==> config.mk <==
export PLATFORM = sky130hd
export DESIGN_NAME = uart_rx
export DESIGN_NICKNAME = d
export VERILOG_FILES = /design/src/rtl/uart_rx_pkg.sv /design/src/rtl/wbit_fifo.sv /design/src/rtl/uart_rx.sv
export SDC_FILE = /design/constraint.sdc
export NUM_CORES = 1
export LEC_CHECK = 0
export BUFFER_PORTS_ARGS = -buffer_cell sky130_fd_sc_hd__buf_4
export CAP_MARGIN = 0
export CORE_AREA = 8 8 109 111
export DETAILED_ROUTE_END_ITERATION = 16
export DIE_AREA = 0 0 117 119
export PLACE_DENSITY = 0.82
export SLEW_MARGIN = 20
export SYNTH_ARGS = -nofsm -noshare
export SYNTH_HDL_FRONTEND = slang
export SYNTH_SLANG_ARGS = --single-unit
==> constraint.sdc <==
create_clock -name clk_i -period 3.6 [get_ports clk_i]
set_input_delay 0.18 -clock clk_i [delete_from_list [all_inputs] [get_ports clk_i]]
set_output_delay 0.18 -clock clk_i [all_outputs]
set_load 0.03 [all_outputs]
==> src/rtl/uart_rx_pkg.sv <==
// Shared constants, receiver state encoding and baud helper for the UART RX slice.
package uart_rx_pkg;

   localparam int unsigned UART_DATA_WIDTH    = 8;
   localparam int unsigned UART_RX_FIFO_DEPTH = 8;
   localparam int unsigned UART_FRAME_BITS    = 8;
   localparam int unsigned UART_BAUD_W        = 16;
   localparam int unsigned UART_BIT_CNT_W     = 3;

   localparam logic [UART_BAUD_W-1:0] UART_BAUD_DIV_MIN = UART_BAUD_W'(4);

   typedef enum logic [1:0] {
      IDLE  = 2'd0,
      START = 2'd1,
      DATA  = 2'd2,
      STOP  = 2'd3
   } uart_rx_state_e;

   // Clamp the programmed divider so the half-bit wait is never zero.
   function automatic logic [UART_BAUD_W-1:0] uart_eff_div(input logic [UART_BAUD_W-1:0] div);
      return (div < UART_BAUD_DIV_MIN) ? UART_BAUD_DIV_MIN : div;
   endfunction

endpackage

==> src/rtl/wbit_fifo.sv <==
// Synchronous single-clock FIFO used as the UART RX buffer.
// Ports:
//   clk_i, rst_ni   clock, async active-low reset (empties the FIFO)
//   we_i, wdata_i   push request/data; ignored while full
//   re_i            pop request; ignored while empty
//   rdata_o         head entry; while empty it holds the last popped value
//   full_o, empty_o occupancy flags
module wbit_fifo #(
   parameter int unsigned WIDTH = 8,
   parameter int unsigned DEPTH = 8
) (
   input  logic             clk_i,
   input  logic             rst_ni,
   input  logic             we_i,
   input  logic [WIDTH-1:0] wdata_i,
   input  logic             re_i,
   output logic [WIDTH-1:0] rdata_o,
   output logic             full_o,
   output logic             empty_o
);

   localparam int unsigned AW = (DEPTH > 1) ? $clog2(DEPTH) : 1;

   logic [WIDTH-1:0] mem_q [DEPTH];
   logic [AW:0]      wr_ptr_q, rd_ptr_q;
   logic [WIDTH-1:0] last_q;
   logic             wr_fire_c, rd_fire_c;

   // Extra pointer MSB distinguishes full from empty when the indices match.
   assign empty_o   = (wr_ptr_q == rd_ptr_q);
   assign full_o    = (wr_ptr_q[AW] != rd_ptr_q[AW]) && (wr_ptr_q[AW-1:0] == rd_ptr_q[AW-1:0]);
   assign wr_fire_c = we_i && !full_o;
   assign rd_fire_c = re_i && !empty_o;
   assign rdata_o   = empty_o ? last_q : mem_q[rd_ptr_q[AW-1:0]];

   // Storage array; contents are only observable through valid pointers.
   always_ff @(posedge clk_i) begin
      if (wr_fire_c) begin
         mem_q[wr_ptr_q[AW-1:0]] <= wdata_i;
      end
   end

   // Pointers and the hold register for the empty-FIFO read value.
   always_ff @(posedge clk_i or negedge rst_ni) begin
      if (!rst_ni) begin
         wr_ptr_q <= '0;
         rd_ptr_q <= '0;
         last_q   <= '0;
      end else begin
         if (wr_fire_c) begin
            wr_ptr_q <= wr_ptr_q + (AW+1)'(1);
         end
         if (rd_fire_c) begin
            rd_ptr_q <= rd_ptr_q + (AW+1)'(1);
            last_q   <= mem_q[rd_ptr_q[AW-1:0]];
         end
      end
   end

endmodule

==> src/rtl/uart_rx.sv <==
// 8N1 UART receiver: 2-flop synchronizer, mid-bit sampling FSM and RX FIFO.
// Ports:
//   clk_i, rst_ni   clock, async active-low reset
//   baud_div_i      clocks per bit, clamped to a minimum of 4
//   rx_en_i         receiver enable; low aborts the current frame
//   rx_bit_i        asynchronous serial line, idle high
//   rx_re_i         pop the FIFO head
//   dout_o          FIFO head data
//   full_o, empty_o FIFO flags
//   frame_err_o     one-cycle pulse when the stop bit samples low
//   overrun_o       one-cycle pulse when a good byte is dropped on a full FIFO
module uart_rx
   import uart_rx_pkg::*;
#(
   parameter int unsigned DATA_WIDTH = UART_DATA_WIDTH,
   parameter int unsigned FIFO_DEPTH = UART_RX_FIFO_DEPTH
) (
   input  logic                   clk_i,
   input  logic                   rst_ni,
   input  logic [UART_BAUD_W-1:0] baud_div_i,
   input  logic                   rx_en_i,
   input  logic                   rx_bit_i,
   input  logic                   rx_re_i,
   output logic [DATA_WIDTH-1:0]  dout_o,
   output logic                   full_o,
   output logic                   empty_o,
   output logic                   frame_err_o,
   output logic                   overrun_o
);

   logic                       rx_meta_q, rx_s_q, rx_prev_q;
   uart_rx_state_e             state_q, state_d;
   logic [UART_BAUD_W-1:0]     baud_cnt_q, baud_cnt_d;
   logic [UART_BIT_CNT_W-1:0]  bit_cnt_q, bit_cnt_d;
   logic [UART_FRAME_BITS-1:0] shift_q, shift_d;
   logic                       frame_err_q, frame_err_d;
   logic                       overrun_q, overrun_d;
   logic                       push_c;
   logic [UART_BAUD_W-1:0]     div_c, half_c;
   logic                       fifo_full, fifo_empty;

   assign div_c  = uart_eff_div(baud_div_i);
   assign half_c = div_c >> 1;

   // Synchronizer plus one delayed copy for falling-edge detection.
   always_ff @(posedge clk_i or negedge rst_ni) begin
      if (!rst_ni) begin
         rx_meta_q <= 1'b1;
         rx_s_q    <= 1'b1;
         rx_prev_q <= 1'b1;
      end else begin
         rx_meta_q <= rx_bit_i;
         rx_s_q    <= rx_meta_q;
         rx_prev_q <= rx_s_q;
      end
   end

   // FSM state and datapath registers.
   always_ff @(posedge clk_i or negedge rst_ni) begin
      if (!rst_ni) begin
         state_q     <= IDLE;
         baud_cnt_q  <= '0;
         bit_cnt_q   <= '0;
         shift_q     <= '0;
         frame_err_q <= 1'b0;
         overrun_q   <= 1'b0;
      end else begin
         state_q     <= state_d;
         baud_cnt_q  <= baud_cnt_d;
         bit_cnt_q   <= bit_cnt_d;
         shift_q     <= shift_d;
         frame_err_q <= frame_err_d;
         overrun_q   <= overrun_d;
      end
   end

   // Next-state, sampling and push/error decisions.
   always_comb begin
      state_d     = state_q;
      baud_cnt_d  = baud_cnt_q + UART_BAUD_W'(1);
      bit_cnt_d   = bit_cnt_q;
      shift_d     = shift_q;
      frame_err_d = 1'b0;
      overrun_d   = 1'b0;
      push_c      = 1'b0;

      if (!rx_en_i) begin
         state_d    = IDLE;
         baud_cnt_d = '0;
         bit_cnt_d  = '0;
      end else begin
         unique case (state_q)
            IDLE: begin
               baud_cnt_d = '0;
               if (rx_prev_q && !rx_s_q) begin
                  state_d = START;
               end
            end
            START: begin
               // Half a bit in: a still-low line confirms a real start bit.
               if (baud_cnt_q == half_c - UART_BAUD_W'(1)) begin
                  baud_cnt_d = '0;
                  bit_cnt_d  = '0;
                  state_d    = rx_s_q ? IDLE : DATA;
               end
            end
            DATA: begin
               if (baud_cnt_q == div_c - UART_BAUD_W'(1)) begin
                  baud_cnt_d         = '0;
                  shift_d[bit_cnt_q] = rx_s_q;
                  bit_cnt_d          = bit_cnt_q + UART_BIT_CNT_W'(1);
                  if (bit_cnt_q == UART_BIT_CNT_W'(UART_FRAME_BITS - 1)) begin
                     state_d = STOP;
                  end
               end
            end
            STOP: begin
               if (baud_cnt_q == div_c - UART_BAUD_W'(1)) begin
                  baud_cnt_d = '0;
                  state_d    = IDLE;
                  if (!rx_s_q) begin
                     frame_err_d = 1'b1;
                  end else if (fifo_full) begin
                     // A pop on this same edge does not make room in time.
                     overrun_d = 1'b1;
                  end else begin
                     push_c = 1'b1;
                  end
               end
            end
            default: begin
               state_d    = IDLE;
               baud_cnt_d = '0;
            end
         endcase
      end
   end

   wbit_fifo #(
      .WIDTH (DATA_WIDTH),
      .DEPTH (FIFO_DEPTH)
   ) u_fifo (
      .clk_i   (clk_i),
      .rst_ni  (rst_ni),
      .we_i    (push_c),
      .wdata_i (DATA_WIDTH'(shift_q)),
      .re_i    (rx_re_i),
      .rdata_o (dout_o),
      .full_o  (fifo_full),
      .empty_o (fifo_empty)
   );

   assign full_o      = fifo_full;
   assign empty_o     = fifo_empty;
   assign frame_err_o = frame_err_q;
   assign overrun_o   = overrun_q;

endmodule

==> summary.md, run 1 <==
| Metric | Value |
|---|---|
| Final standard cell area without fillers | `7230 um^2` |
| CTS Root Buffer Type | `sky130_fd_sc_hd__clkbuf_8` |
| Number of remaining DRC errors | `0` |
| Buffers and inverters on the worst path | `3` |
| Post-CTS Hold Buffers | `4` |
| Startpoint of the worst setup timing path | `baud_div_i[15]` |
| Yosys top cell by area | `sky130_fd_sc_hd__edfxtp_1` |
| CP endpoint kind | `register` |
| Final Hold Violating Endpoints | `0` |
| Gates resized, CTS repair | `0` |
| Family with the most delay on the worst path | `simple AND/OR/NAND/NOR gates` |
| Number of library cell types mapped by synthesis | `67` |
| Synthesized area divided by synthesized cell count | `between 10 and 15 um^2` |
| Total half-perimeter wirelength after legalization and detailed placement | `~10 mm` |
| Area growth from synthesis to layout | `19.5%` |
| Clock Tree Buf Depth | `2` |
| Netlist area before placement | `around 6000 um^2` |
| Clock-pin slew of the registers on the worst-case setup and hold paths | `roughly 0.06 ns` |
| Final wirelength | `14.4 mm` |
| Synth cell count leaders | `sky130_fd_sc_hd__edfxtp_1 (64), sky130_fd_sc_hd__dfrtp_1 (47), sky130_fd_sc_hd__xnor2_1 (37)` |
| Layout cell share with drive strength beyond 1 | `24.0%` |
| Worst reg2reg path startpoint | `baud_cnt_q[14]` |
| First-pass GRT wire length | `23.8 mm` |
| Filler cells | `between 700 and 800` |
| Global-route total usage across every layer | `~22%` |
| Area of the multi-input gates | `approximately 2700 um^2` |
| Total count of max-transition violations in the final report | `0` |
| Hold Crit Class | `input pin to async pin` |
| Die span in x | `roughly 120 um` |
| Slew HR | `about two fifths` |
| Setup repair after global routing missed its margin | `no` |
| Vias | `between 4000 and 5000` |
| Total clock buffers created by CTS | `17` |
| Worst EP required | `~3.8 ns` |
| Largest net degree at the start of global routing | `just over 50` |
| Diodes inserted | `0` |
| Row count | `37` |
| Largest fanout of any net on the critical path | `8` |
| Post-route fraction of the period consumed by the critical path | `90.1%` |
| Leading cell type by number of instances after synthesis | `sky130_fd_sc_hd__edfxtp_1` |
| Max H-tree Level | `4` |
| Clock latency of the later-clocked register in the worst-skew pair | `just over 0.5 ns` |
| FF+latch count, synth | `between 100 and 150` |
| Weighted congestion reported at the end of routability-driven placement | `approximately 1` |
| Cell area after placement | `~6600 um^2` |
| Power Density | `454 nW/um^2` |
| Fmax | `between 300 and 400 MHz` |
| P_leak | `a little under 3 nW` |
| Post-synthesis cell count | `510` |
| CTS tree | `yes` |
| Pre-Repair DR Iteration Count | `5` |
| Final count of negative-setup-slack endpoints | `0` |
| Setup clock skew after layout | `~0.012 ns` |
| Number of synthesized flops with an enable pin | `64` |
| Via-to-Cell Ratio | `roughly 6.2` |
| Routed wire per std cell | `20.3 um` |
| Number of global-route vias before repair | `about 4700` |
| Number of placed I/O pins | `33` |
| Total die area | `13900 um^2` |
| Register area share after synthesis | `between 50% and 60%` |
| Post-synthesis net count | `538` |
| Number of warnings printed during yosys synthesis | `0` |
| Peak supply drop | `0.266 mV` |
| Max-capacitance violation count | `0` |
| Kind of launch point of the worst setup path | `input pin` |
| Highest cell delay on the worst timing path | `around 0.47 ns` |
| Port bufs | `32` |
| Number of design-rule violations left by the first detailed-router iteration | `340` |
| CP max-delay cell | `sky130_fd_sc_hd__nor3_4` |
| Post-layout nets | `slightly below 600` |
| Pin slew with the least headroom to its limit | `between 0.9 and 1 ns` |
| Number of buffers added for setup after CTS | `0` |
| Fin util | `between 70% and 80%` |
| Number of antenna violations at the first check in global routing | `0` |
| Post-synth top area share | `about a third` |
| Largest cells by area after synthesis | `sky130_fd_sc_hd__edfxtp_1 (32%), sky130_fd_sc_hd__dfrtp_1 (19%), sky130_fd_sc_hd__mux4_2 (6.0%), sky130_fd_sc_hd__xnor2_1 (5.4%), sky130_fd_sc_hd__xor2_1 (2.6%)` |
| Effective utilization at floorplan | `approximately three fifths` |
| Worst path cell trace | `buf_4, nor3_1, nand4_1, buf_4, nand2_1, ha_1, inv_1, nor3_2, and4_1, a311oi_1, nand3b_1, nor3_1, nand3_1, nor3_4` |
| Area of the core region | `just over 10000 um^2` |
| Flip-flop and latch area | `approximately 3200 um^2` |
| # clock sinks | `approximately 110` |
| Run status | `complete, no violations` |
| Worst path arrival time | `~3.4 ns` |
| Start-to-end type of the worst setup path | `input pin to register` |
| Congestion Overflow GR | `0` |
| Y dimension of the die | `~120 um` |
| Async set or reset register ratio after synthesis | `43.9%` |
| Post-synth top flop | `sky130_fd_sc_hd__edfxtp_1` |
| Post-layout minimum cycle time | `between 3 and 4 ns` |
| Detail Route Antenna Nets | `0` |
[flip-flops by register name, summed over array words and instances (netlist names), 2 cells and up]
signal           cells
state_q              2
baud_cnt_q          16
u_fifo.last_q        8
shift_q              8
u_fifo.rd_ptr_q      4
bit_cnt_q            3
u_fifo.wr_ptr_q      4
u_fifo.mem_q        64
[worst reg2reg max path, stage by stage, from the launching register on]
cell	delay, ns
sky130_fd_sc_hd__dfrtp_1	0.43
sky130_fd_sc_hd__xnor2_1	0.32
sky130_fd_sc_hd__nor3b_1	0.22
sky130_fd_sc_hd__and3_1	0.17
sky130_fd_sc_hd__a311oi_1	0.07
sky130_fd_sc_hd__nand3b_1	0.22
sky130_fd_sc_hd__nor3_1	0.27
sky130_fd_sc_hd__nand3_1	0.30
sky130_fd_sc_hd__nor3_4	0.47
[power breakdown]
part	switching [mW]	total, mW	internal [mW]
clock	0.552	1.73	1.18
sequential	0.00885	1.39	1.38
combinational	0.0965	0.163	0.0669
[metal layers]
layer	track usage, %	up-vias	routed length [um]
li1	-	2003	-
met1	25.1	2192	5630
met2	37.7	166	7510
met3	5.61	37	802
met4	12.2	0	495
met5	0	-	0
[metrics by stage]
step | total power, mW | hold slack, ns | worst slack, ns | std cells | TNS [ns]
3_3_place_gp | 1.56 | 0.241 | 0.0422 | 674 | 0
3_5_place_dp | 1.57 | 0.251 | -0.102 | 674 | -0.975
5_1_grt | 3.39 | 0.283 | 0.0993 | 710 | 0
6_report | 3.28 | 0.227 | 0.355 | 710 | 0
2_1_floorplan | 1.50 | -0.116 | 0.0157 | 510 | 0
4_1_cts | 3.30 | 0.243 | 0.428 | 710 | 0
[path summary, 6_finish.rpt]
check,cells after the start,slack (ns),end
setup / recovery,14,0.36,u_fifo.mem_q[0][5]
hold / removal,2,0.23,u_fifo.last_q[5]
setup reg to reg,8,0.74,u_fifo.mem_q[0][5]
hold reg to reg,0,0.36,rx_s_q
max in group asynchronous,2,2.90,shift_q[5]
min in group clk_i,2,0.33,rx_meta_q
[placed cells by master, fill, tap and decap left out, types with 5 or more instances in the layout]
cell	netlist	final
sky130_fd_sc_hd__edfxtp_1	64	64
sky130_fd_sc_hd__buf_4	1	61
sky130_fd_sc_hd__dfrtp_1	47	47
sky130_fd_sc_hd__xnor2_1	37	37
sky130_fd_sc_hd__nor2_1	35	32
sky130_fd_sc_hd__nand2_1	28	28
sky130_fd_sc_hd__nand3_1	22	22
sky130_fd_sc_hd__o21ai_0	20	20
sky130_fd_sc_hd__xor2_1	18	18
sky130_fd_sc_hd__a21oi_1	17	17
sky130_fd_sc_hd__and2_1	17	17
sky130_fd_sc_hd__mux4_2	16	16
sky130_fd_sc_hd__clkbuf_16	0	16
sky130_fd_sc_hd__nand4_1	12	12
sky130_fd_sc_hd__mux2i_1	10	10
sky130_fd_sc_hd__mux2_2	10	10
sky130_fd_sc_hd__inv_1	9	9
sky130_fd_sc_hd__nor3_1	11	9
sky130_fd_sc_hd__and3_1	8	8
sky130_fd_sc_hd__nand2b_1	6	6
sky130_fd_sc_hd__nor4_1	7	6
sky130_fd_sc_hd__ha_1	7	6
sky130_fd_sc_hd__bufinv_16	0	5
[logic make-up after synthesis]
| group | share of synthesized area, % |
|---|---|
| buffers and inverters | 2.98 |
| AND/OR/NAND/NOR | 17.5 |
| adder cells (fa/ha/maj) | 1.45 |
| AO/OA/AOI/OAI | 8.09 |
| multiplexers | 9.48 |
| XOR/XNOR | 7.97 |
| flip-flops | 52.5 |
[cell type report]
class | instances | share of cell area, %
clock buffers | 20 | 5.89
multi-input cells | 354 | 37.8
repair buffers | 65 | 6.89
well taps | 136 | 2.35
clock inverters | 12 | 2.60
inverters | 9 | 0.468
flip-flops and latches | 114 | 44.0
(Power assumes the default switching activity.)
==> inputs of run 2 (changes only) <==
- CORE_AREA: 8 8 109 111 -> 8 8 107 109
- CTS_BUF_LIST: default -> sky130_fd_sc_hd__clkbuf_8
- DIE_AREA: 0 0 117 119 -> 0 0 115 117
- PLACE_DENSITY: 0.82 -> 0.85
==> summary.md, run 2 (synthesis gave the netlist of run 1 again) <==
| Metric | Value |
|---|---|
| Setup clock skew after layout | `0.0136 ns (+0.00136 ns)` |
| Number of antenna violations at the first check in global routing | `0 (unchanged)` |
| Cell count after placement | `674 (unchanged)` |
| Smallest hold slack | `0.0683 ns (-0.158 ns)` |
| Share of power burned in the clock network | `44.2% (-8.6 points)` |
| Cell area after placement | `6600 um^2 (+0.38%)` |
| Number of global-route vias before repair | `4521 (-3.5%)` |
| Worst path cell trace | `buf_4, nor3_1, nand4_1, buf_4, nand2_1, ha_1, inv_1, or2_1, a211oi_2, and4_1, nand3b_1, nor3_1, nand3_1, nor3_4` |
| Layout cell share with drive strength beyond 1 | `24.8% (+0.78 points)` |
| CP max-delay cell | `sky130_fd_sc_hd__nor3_4` |
| Sink of the worst hold path | `bit_cnt_q[2]` |
| # clock sinks | `114 (unchanged)` |
| Slew HR | `42.1% (+2.7 points)` |
| Congestion Overflow GR | `0 (unchanged)` |
| Setup repair after global routing missed its margin | `no` |
| Worst reg2reg path startpoint | `baud_cnt_q[4]` |
| Vias | `4337 (-1.4%)` |
| Total clock buffers created by CTS | `17 (unchanged)` |
| Row count | `37 (unchanged)` |
| Highest cell delay on the worst timing path | `0.50 ns (+0.03 ns)` |
| Hold Path Depth | `3` |
| Net Sw Power | `0.599 mW (-8.8%)` |
| Routed wire per std cell | `19.5 um (-4.2%)` |
| Total count of max-transition violations in the final report | `0 (unchanged)` |
| Fraction of power consumed by sequential logic | `49.9% (+7.7 points)` |
| Post-layout nets | `587 (-0.34%)` |
| Family with the most delay on the worst path | `simple AND/OR/NAND/NOR gates` |
| Effective utilization at floorplan | `61.0% (+1.1 points)` |
| Internal Power | `2.17 mW (-17%)` |
| Diodes inserted | `0 (unchanged)` |
| Hold Crit Class | `input pin to register` |
| First-pass GRT wire length | `22.8 mm (-4.3%)` |
| Length in cells of the worst reg-to-reg path | `8 (unchanged)` |
| Worst EP required | `3.65 ns (-0.10 ns)` |
| Power Density | `394 nW/um^2 (-13%)` |
| Hold Startpoint | `rx_en_i` |
| Peak supply drop | `0.214 mV (-20%)` |
| Largest net degree at the start of global routing | `51 (unchanged)` |
| Final Hold Violating Endpoints | `0 (unchanged)` |
| Worst path arrival time | `3.37 ns (-0.02 ns)` |
| Logic pwr share | `5.9% (+0.9 points)` |
| CP endpoint kind | `register` |
| Number of design-rule violations left by the first detailed-router iteration | `378 (+11%)` |
| Max H-tree Level | `4 (unchanged)` |
| Clock Tree Buf Depth | `2 (unchanged)` |
| Weighted congestion reported at the end of routability-driven placement | `0.974 (-0.51%)` |
| Final wirelength | `13.8 mm (-4.5%)` |
| Total negative slack for setup checks | `0 ns (unchanged)` |
| Switching share of power | `21.6% (+1.6 points)` |
| Via-to-Cell Ratio | `6.13 (-1.1%)` |
| Gates resized, CTS repair | `0 (unchanged)` |
| Final standard cell area without fillers | `7040 um^2 (-2.6%)` |
| CTS tree | `yes` |
| Flip-flop and latch area | `3180 um^2 (unchanged)` |
| Clock-pin slew of the registers on the worst-case setup and hold paths | `0.07 ns (about the same)` |
| Global-route total usage across every layer | `22.3% (+0.035 points)` |
| Pre-Repair DR Iteration Count | `5 (unchanged)` |
| Die span in x | `115 um (-1.7%)` |
| Port bufs | `32 (unchanged)` |
| Post-route fraction of the period consumed by the critical path | `92.3% (+2.2 points)` |
| Run status | `complete, no violations` |
| Startpoint of the worst setup timing path | `baud_div_i[15]` |
| CTS Root Buffer Type | `sky130_fd_sc_hd__clkbuf_8` |
| Number of remaining DRC errors | `0 (unchanged)` |
| Largest fanout of any net on the critical path | `8 (unchanged)` |
| Post-layout minimum cycle time | `3.32 ns (+0.0779 ns)` |
| Kind of launch point of the worst setup path | `input pin` |
| Pin slew with the least headroom to its limit | `0.869 ns (-0.0391 ns)` |
| Detail Route Antenna Nets | `0 (unchanged)` |
| Buffers and inverters on the worst path | `3 (unchanged)` |
| Total die area | `13500 um^2 (-3.4%)` |
| Area growth from synthesis to layout | `16.4%` |
| Area of the multi-input gates | `2740 um^2 (+0.14%)` |
| Worst r2r dst | `u_fifo.mem_q[0][6]` |
| Internal reg-to-reg setup slack | `0.54 ns (-0.20 ns)` |
| Number of flip-flops in the largest register | `64 (unchanged)` |
| Final count of negative-setup-slack endpoints | `0 (unchanged)` |
| Area of the core region | `9910 um^2 (-1.8%)` |
| Fmax | `301 MHz (-2.3%)` |
| Max-capacitance violation count | `0 (unchanged)` |
| P_leak | `2.83 nW (-2.9%)` |
| Most common cell after layout, fill and taps aside | `sky130_fd_sc_hd__edfxtp_1` |
| Total half-perimeter wirelength after legalization and detailed placement | `9.93 mm (+2.2%)` |
| Number of placed I/O pins | `33 (unchanged)` |
| Start-to-end type of the worst setup path | `input pin to register` |
| Most frequent cells in the layout | `sky130_fd_sc_hd__edfxtp_1 (64), sky130_fd_sc_hd__buf_4 (59), sky130_fd_sc_hd__dfrtp_1 (47)` |
| Clock latency of the later-clocked register in the worst-skew pair | `0.42 ns (-0.09 ns)` |
| Post-Layout Cell Count | `708 (-0.28%)` |
| Y dimension of the die | `117 um (-1.7%)` |
| Filler cells | `721 (+1.7%)` |
==> run 2: power by group through the flow <==
| stage | clock network [mW] | registers, mW | logic [mW] |
|---|---|---|---|
| 2_1_floorplan | 0 | 1.40 | 0.0980 |
| 3_3_place_gp | 0 | 1.41 | 0.156 |
| 3_5_place_dp | 0 | 1.41 | 0.160 |
| 4_1_cts | 1.25 | 1.38 | 0.163 |
| 5_1_grt | 1.31 | 1.38 | 0.180 |
| 6_report | 1.22 | 1.38 | 0.163 |
==> run 2: final cells by class <==
type,instances,area share [%]
well taps,136,2.42
flip-flops and latches,114,45.1
repair buffers,63,7.15
inverters,9,0.480
clock buffers,20,3.91
clock inverters,12,1.99
multi-input cells,354,38.9
==> run 2: worst reg2reg max path, delay by kind of cell (launching register included) <==
| kind | cells | cell delay, ns |
|---|---|---|
| simple gates | 5 | 1.36 |
| xor+xnor | 1 | 0.27 |
| flops | 1 | 0.51 |
| compound gates | 2 | 0.54 |
==> run 2: how the worst max path moves through the flow <==
stage | slack, ns | cells after the start | to
2_1_floorplan | 0.02 | 13 | u_fifo.mem_q[7][0]
3_3_place_gp | 0.008 | 14 | u_fifo.mem_q[0][5]
3_5_place_dp | -0.1 | 14 | u_fifo.mem_q[0][4]
4_1_cts | 0.34 | 14 | u_fifo.mem_q[0][6]
5_1_grt | 0.03 | 14 | u_fifo.mem_q[0][6]
6_report | 0.28 | 14 | u_fifo.mem_q[0][6]
==> run 2: timing repair <==
action	CTS	global route
endpoints found under the setup margin	0	0
hold buffers	2	0
setup buffers	0	0
hold endpoints to repair	48	0
==> run 2: stage by stage <==
step / total power, mW / worst slack [ns] / utilization (%)
6_report: 2.77 / 0.277 / 71.0
3_3_place_gp: 1.56 / 0.00797 / 66.6
4_1_cts: 2.79 / 0.336 / 71.0
5_1_grt: 2.87 / 0.0275 / 71.0
2_1_floorplan: 1.50 / 0.0157 / -
3_5_place_dp: 1.57 / -0.0975 / 66.6
==> run 2: routing by layer <==
| metal | vias to the layer above | track usage (%) | part of all wire, % |
|---|---|---|---|
| li1 | 2002 | - | - |
| met1 | 2136 | 25.4 | 40 |
| met2 | 157 | 38.0 | 51 |
| met3 | 42 | 5.70 | 5.1 |
| met4 | 0 | 12.3 | 4.4 |
| met5 | - | 0 | 0 |
